===== src/rtl/iter_divider.sv =====
// Multi-cycle restoring divider, one quotient bit per clock, start/done handshake.
// Define ITER_DIVIDER_SIGNED_EN to compile in two's-complement (signed) support.
module iter_divider #(
    parameter int unsigned WIDTH = 32
) (
    input  logic             clk,
    input  logic             reset,
    input  logic             start,
    input  logic             is_signed,
    input  logic [WIDTH-1:0] dividend,
    input  logic [WIDTH-1:0] divisor,
    output logic             busy,
    output logic             done,
    output logic [WIDTH-1:0] quotient,
    output logic [WIDTH-1:0] remainder,
    output logic             div_by_zero
);

    localparam logic [1:0] S_IDLE = 2'd0;
    localparam logic [1:0] S_RUN  = 2'd1;
    localparam logic [1:0] S_DONE = 2'd2;
    localparam int unsigned CW = $clog2(WIDTH + 1);

    logic [1:0]       state_q, state_d;
    logic [CW-1:0]    cnt_q, cnt_d;
    logic [WIDTH:0]   rem_q, rem_d;
    logic [WIDTH-1:0] dvd_q, dvd_d;
    logic [WIDTH-1:0] dvs_q, dvs_d;
    logic             dz_q, dz_d;
    logic             busy_q, busy_d;
    logic             done_q, done_d;
    logic [WIDTH-1:0] quot_q, quot_d;
    logic [WIDTH-1:0] remo_q, remo_d;
    logic             dbz_q, dbz_d;

    logic             load;
    logic             dvd_neg, dvs_neg;
    logic             qsign_q, rsign_q;
    logic [WIDTH+1:0] rem_sh;
    logic [WIDTH+1:0] diff;
    logic [WIDTH-1:0] quot_fin, rem_fin;

    assign load = (state_q == S_IDLE) && start;

`ifdef ITER_DIVIDER_SIGNED_EN
    assign dvd_neg = is_signed & dividend[WIDTH-1];
    assign dvs_neg = is_signed & divisor[WIDTH-1];

    always_ff @(posedge clk) begin
        if (reset) begin
            qsign_q <= 1'b0;
            rsign_q <= 1'b0;
        end else if (load) begin
            qsign_q <= dvd_neg ^ dvs_neg;
            rsign_q <= dvd_neg;
        end
    end
`else
    logic unused_is_signed;
    assign unused_is_signed = is_signed;
    assign dvd_neg = 1'b0;
    assign dvs_neg = 1'b0;
    assign qsign_q = 1'b0;
    assign rsign_q = 1'b0;
`endif

    // Trial subtraction is two bits wider than the divisor so the borrow is the sign.
    assign rem_sh   = {rem_q, dvd_q[WIDTH-1]};
    assign diff     = rem_sh - {2'b00, dvs_q};
    assign quot_fin = qsign_q ? -dvd_q : dvd_q;
    assign rem_fin  = rsign_q ? -rem_q[WIDTH-1:0] : rem_q[WIDTH-1:0];

    always_comb begin
        state_d = state_q;
        cnt_d   = cnt_q;
        rem_d   = rem_q;
        dvd_d   = dvd_q;
        dvs_d   = dvs_q;
        dz_d    = dz_q;
        quot_d  = quot_q;
        remo_d  = remo_q;
        dbz_d   = dbz_q;
        case (state_q)
            S_IDLE: begin
                if (start) begin
                    state_d = S_RUN;
                    cnt_d   = '0;
                    rem_d   = '0;
                    dz_d    = (divisor == '0);
                    dvd_d   = (dvd_neg && divisor != '0) ? -dividend : dividend;
                    dvs_d   = dvs_neg ? -divisor : divisor;
                end
            end
            S_RUN: begin
                // Divide-by-zero spends one cycle here so DONE lands one edge after load.
                if (dz_q) begin
                    state_d = S_DONE;
                    quot_d  = '1;
                    remo_d  = dvd_q;
                    dbz_d   = 1'b1;
                end else if (cnt_q == CW'(WIDTH)) begin
                    state_d = S_DONE;
                    quot_d  = quot_fin;
                    remo_d  = rem_fin;
                    dbz_d   = 1'b0;
                end else begin
                    cnt_d = cnt_q + 1'b1;
                    if (!diff[WIDTH+1]) begin
                        rem_d = diff[WIDTH:0];
                        dvd_d = {dvd_q[WIDTH-2:0], 1'b1};
                    end else begin
                        rem_d = rem_sh[WIDTH:0];
                        dvd_d = {dvd_q[WIDTH-2:0], 1'b0};
                    end
                end
            end
            S_DONE:  state_d = S_IDLE;
            default: state_d = S_IDLE;
        endcase
        busy_d = (state_d != S_IDLE);
        done_d = (state_d == S_DONE);
    end

    always_ff @(posedge clk) begin
        if (reset) begin
            state_q <= S_IDLE;
            cnt_q   <= '0;
            rem_q   <= '0;
            dvd_q   <= '0;
            dvs_q   <= '0;
            dz_q    <= 1'b0;
            busy_q  <= 1'b0;
            done_q  <= 1'b0;
            quot_q  <= '0;
            remo_q  <= '0;
            dbz_q   <= 1'b0;
        end else begin
            state_q <= state_d;
            cnt_q   <= cnt_d;
            rem_q   <= rem_d;
            dvd_q   <= dvd_d;
            dvs_q   <= dvs_d;
            dz_q    <= dz_d;
            busy_q  <= busy_d;
            done_q  <= done_d;
            quot_q  <= quot_d;
            remo_q  <= remo_d;
            dbz_q   <= dbz_d;
        end
    end

    assign busy        = busy_q;
    assign done        = done_q;
    assign quotient    = quot_q;
    assign remainder   = remo_q;
    assign div_by_zero = dbz_q;

endmodule


===== config.mk =====
export PLATFORM = sky130hd
export DESIGN_NAME = iter_divider
export DESIGN_NICKNAME = d
export VERILOG_FILES = /design/src/rtl/iter_divider.sv
export SDC_FILE = /design/constraint.sdc
export NUM_CORES = 1
export LEC_CHECK = 0
export ABC_AREA = 1
export CELL_PAD_IN_SITES_DETAIL_PLACEMENT = 0
export CELL_PAD_IN_SITES_GLOBAL_PLACEMENT = 1
export CORE_UTILIZATION = 40
export DETAILED_ROUTE_END_ITERATION = 12
export PLACE_DENSITY = 0.77
export SETUP_SLACK_MARGIN = 0.2
export SLEW_MARGIN = 25
export SYNTH_ARGS = -nofsm -noshare
export SYNTH_HDL_FRONTEND = slang
export SYNTH_SLANG_ARGS = --single-unit

===== constraint.sdc =====
create_clock -name clk -period 3 [get_ports clk]
set_clock_uncertainty 0.15 [all_clocks]
set_input_delay 0.6 -clock clk [delete_from_list [all_inputs] [get_ports clk]]
set_output_delay 0.6 -clock clk [all_outputs]
set_load 0.05 [all_outputs]

==> Word-level counts from Yosys, hierarchy flattened <==
Index checks and enable logic that the tools add are counted.
Widths: inputs -> output; s select.
{ "word_totals": {"ff_bits": 173, "in_bits": 68} }
{ "op_classes": {"n_mux": 24, "addsub": 2, "n_eq_ne": 6, "reduce_logical": 8} }
{ "ops": {"columns": ["cell", "count"], "rows": [
  ["$mux 32", 7],
  ["$mux 33", 4],
  ["$pmux 33 s2", 1],
  ["$pmux 32 s2", 1],
  ["$sub 34x32->34", 1],
  ["$logic_not 32->1", 1],
  ["$mux 6", 3],
  ["$pmux 6 s2", 1],
  ["$add 6x1->6 const B", 1],
  ["$eq 6x6->1 const B", 1],
  ["$mux 2", 3],
  ["$ne 2x2->1 const B", 3],
  ["$reduce_bool 2->1", 3],
  ["$pmux 2 s2", 1],
  ["$reduce_and 2->1", 2],
  ["$reduce_and 4->1", 1],
  ["$mux 1", 3],
  ["$eq 2x1->1 const B", 1],
  ["$eq 2x2->1 const B", 1],
  ["$logic_not 2->1", 1]
]} }

==> Longest topological paths before layout <==
{ "depth": {"depth_word": 5, "ltp_mapped": 18} }

==> Worst setup path after synthesis <==
No wires, ideal clock.
{ "synth_timing": {"path_kind": "reg-to-reg", "startpoint": "register dvd_q[31]", "endpoint": "register rem_q[28]", "period_less_slack_ps": 2239, "arrival_ps": 1956, "path_stages_with_launch": 18, "setup_ps": 133, "path_slack_ps": 761, "required_time_ps": 2717, "cell_sequence": "dfxtp_1 > inv_1 > ha_1 > fa_1 > inv_1 > nand3_1 > nand2_1 > nand2_1 > nand2_1 > nand2_1 > nand2_1 > nand3_1 > nand2_1 > nand2_1 > nand2_1 > nand2_4 > nand3_2 > a21oi_2"} }
{ "synth_via": {"elab_chain_len": 5} }
{ "synth_lines": {"columns": ["item", "line", "rtl"], "rows": [
  ["from (decl)", "27", "logic [WIDTH-1:0] dvd_q, dvd_d;"],
  ["from (signal assigned)", "141", "dvd_q <= dvd_d;"],
  ["$sub 34x32->34", "69", "assign diff = rem_sh - {2'b00, dvs_q};"],
  ["$mux 33", "108", "if (!diff[WIDTH+1]) begin"],
  ["$mux 33", "101", "end else if (cnt_q == CW'(WIDTH)) begin"],
  ["$mux 33", "96", "if (dz_q) begin"],
  ["$pmux 33 s2", "83", "case (state_q)"],
  ["to (signal assigned)", "140", "rem_q <= rem_d;"],
  ["to (decl)", "26", "logic [WIDTH:0] rem_q, rem_d;"]
]} }
Every way passes these cells. The select of a mux whose other input is x is not followed.
A chain may end at the register's enable or synchronous reset.

==> Worst setup path after layout <==
{ "layout_timing": {"startpoint": "register rem_q[25]", "endpoint": "register rem_q[15]"} }
{ "layout_via": {"elab_chain_len": 5} }
{ "layout_lines": {"columns": ["item", "line"], "rows": [
  ["$sub 34x32->34", "69"],
  ["$mux 33", "108"],
  ["$mux 33", "101"],
  ["$mux 33", "96"],
  ["$pmux 33 s2", "83"]
]} }
Every way passes these cells. The select of a mux whose other input is x is not followed.

==> impl_metrics.env <==
export IMPL_status="completed"
export IMPL_period_minus_slack_ns=2.69
export IMPL_ys_ff_latch=173
export IMPL_ys_types=41
export IMPL_grt_pass1_wl_um=48200
export IMPL_areaGrowthSynthToFinish_pct=21.6
export IMPL_die_x_um=160
export IMPL_gp_congestion=0.885
export IMPL_dp_hpwl_um=21700
export IMPL_port_buffers=133
export IMPL_clkSinkCount=173
export IMPL_routed_via_density=5.00
export IMPL_die_area_mm2=0.0257
export IMPL_fin_nets=1697
export IMPL_cts_tree="built"
export IMPL_slowest_stage="dfxtp_1"
export IMPL_cpPeakStageDelay_ns=0.44
export IMPL_worstSetupPathType="reg -> reg"
export IMPL_cp_data_required_time_ns=3.21
export IMPL_period_share_pct=89.6
export IMPL_grt_pass1_vias=8897
export IMPL_finalMaxSlewViolations=0
export IMPL_first_pass_iters=5
export IMPL_hold_path_class="reg -> reg"
export IMPL_syn_inst=1496
export IMPL_synth_edff_count=0
export IMPL_cts_root_buffer="clkbuf_16"
export IMPL_drt_total_wl_um=29700
export IMPL_io_pins=135
export IMPL_hold_viol_final=0
export IMPL_numCtsBuffers=17
export IMPL_cts_hold_buf=0
export IMPL_drc_errors=0
export IMPL_crit_path_start_kind="register"
export IMPL_p_leak_nw=5.28
export IMPL_ys_async_sr_fraction_pct=0
export IMPL_clockBufferDepth=2
export IMPL_end_kind="register"
export IMPL_yosysSeqAreaShare_pct=34.6
export IMPL_met2WireLength_um=12700
export IMPL_p_int_mw=5.07
export IMPL_tns_ns=0
export IMPL_maxClockFrequency_ghz=0.372
export IMPL_synth_warnings=0
export IMPL_holdWs_ns=0.311
export IMPL_synth_area_leaders="dfxtp_1 35%, nand2_1 18%, inv_1 7.0%"
export IMPL_syn_cell_area_mm2=0.0100
export IMPL_grtUsageTotal_pct=23.5
export IMPL_die_h_um=160
export IMPL_wl_per_cell_um=15.4
export IMPL_wl_met1_um=15400
export IMPL_power_switching_mw=4.45
export IMPL_highest_layer="met4"
export IMPL_num_vias=9659
export IMPL_grt_overflow_total=0
export IMPL_ant_nets=0
export IMPL_drt_first_iter_violations=644
export IMPL_coreArea_mm2=0.0245
export IMPL_start_util_pct=40.9
export IMPL_rows=57
export IMPL_yosysTopAreaCell="dfxtp_1"
export IMPL_tightestPinTransition_ns=0.689
export IMPL_grt_setup_unrepaired="yes"
export IMPL_cts_setup_buffers=0
export IMPL_p_comb_share_pct=48.7
export IMPL_antenna_found_initial=0
export IMPL_netlist_top_cells_count="477 x nand2_1, 187 x inv_1, 173 x dfxtp_1"
export IMPL_worst_ep_arrival_time_ns=2.90
export IMPL_synth_most_common_cell="nand2_1"
export IMPL_wl_met3_um=1150
export IMPL_crit_path_max_fanout=23
export IMPL_p_clk_share_pct=23.2
export IMPL_peakVddDrop_v=0.000473
export IMPL_htreeDepth=4
export IMPL_finalSetupViolCount=0
export IMPL_swShare_pct=46.7
export IMPL_synth_top_area_share_pct=34.6
export IMPL_drive_above_1_share_pct=9.59
export IMPL_cts_resized=0
export IMPL_power_density_mw_per_mm2=782
export IMPL_clk_insertion_delay_late_ns=0.43
export IMPL_fin_total_pwr_mw=9.52
export IMPL_clkTransAtPathRegs_ns=0.08
export IMPL_grt_max_degree=102
export IMPL_n_antenna_cell=0
export IMPL_crit_path_cell_trace="ha_1, a21oi_2, nor2_2, o21ai_2, nand2_2, a21oi_4, nand2_4, nand2_8, nand2_4, nand2_2, nand3_2, a21oi_2"
export IMPL_path_delay_family="simple AND/OR/NAND/NOR gates"
export IMPL_maxCapViolations=0
export IMPL_syn_area_per_cell_um2=6.70
export IMPL_worst_path_buf_inv=0
export IMPL_synth_nets=1599
export IMPL_pwr_share_seq_pct=28.1
export IMPL_ys_flop_type="dfxtp_1"
export IMPL_relSlewSlack_pct=54.0
## worst reg2reg max path: cells and delay by family, from the launching register on
family | cells | cell delay [ns]
AND/OR/NAND/NOR | 7 | 0.94
AO/OA/AOI/OAI | 4 | 0.76
flip-flops | 1 | 0.44
adder cells (fa/ha/maj) | 1 | 0.34
## layout make-up
cell class	count	area, µm²
timing repair buffer	149	1500
clock inverter	14	149
fill	2548	12300
multi-input combinational	1055	5500
tap	324	405
sequential	173	3460
clock buffer	17	425
inverter	198	743
## through the flow
step / area (µm²) / util (%) / setup WS, ns / std cells
after floorplan: 10000 / - / 0.761 / 1496
after global placement: 11600 / 47.4 / 0.340 / 1898
after detailed placement: 11600 / 47.4 / 0.323 / 1898
after CTS: 12200 / 49.7 / 0.299 / 1929
after global routing: 12200 / 49.8 / 0.136 / 1930
final: 12200 / 49.8 / 0.311 / 1930
## cells in the final DEF, fill, tap and decap left out, types with 17 or more instances in the layout
master,n
clkbuf_16,17
a21oi_1,102
nand2_2,18
nor2_1,55
o21ai_0,99
inv_1,186
clkdlybuf4s50_1,132
nand3_1,71
a21oi_2,22
nand3_2,22
nand2_1,473
dfxtp_1,172
a31oi_1,65
nand2_4,17
ha_1,34
## layer usage
metal	GRT usage (%)	vias up
met5	0	-
met4	6.58	0
met1	34.8	4381
met2	35.4	220
met3	2.81	28
li1	-	5030
## power by group through the flow
| stage | combinational [mW] | sequential, mW | clock [mW] |
|---|---|---|---|
| detailed placement | 4.55 | 2.73 | 0 |
| CTS | 4.57 | 2.67 | 2.25 |
| global route | 5.21 | 2.70 | 2.35 |
| finish | 4.63 | 2.68 | 2.21 |
| global placement | 4.53 | 2.72 | 0 |
| floorplan | 3.72 | 2.64 | 0 |
## path summary, 6_finish.rpt
kind         slack [ns]              startpoint  cells after the start                endpoint
min                0.31  dvs_q[30]$_SDFFE_PP0P_                      2  dvs_q[30]$_SDFFE_PP0P_
max                0.31  rem_q[25]$_SDFFE_PP0P_                     12  rem_q[15]$_SDFFE_PP0P_
max reg2reg        0.31  rem_q[25]$_SDFFE_PP0P_                     12  rem_q[15]$_SDFFE_PP0P_
min reg2reg        0.31  dvs_q[30]$_SDFFE_PP0P_                      2  dvs_q[30]$_SDFFE_PP0P_
## registers in the layout (all words and copies together) (netlist names)
register     cells
state_q          2
dz_q             1
dvd_q           32
quotient        32
busy             1
cnt_q            6
done             1
remainder       32
dvs_q           32
rem_q           33
div_by_zero      1
## cells by family after synthesis
| family | count (synthesis) | share of synthesized area (%) |
|---|---|---|
| fa+ha+maj | 35 | 4.45 |
| compound gates | 303 | 17.1 |
| flops | 173 | 34.6 |
| buf+inv | 269 | 11.0 |
| simple gates | 700 | 31.5 |
| xor+xnor | 16 | 1.40 |
Note: power is estimated with default switching activity, not from simulation.
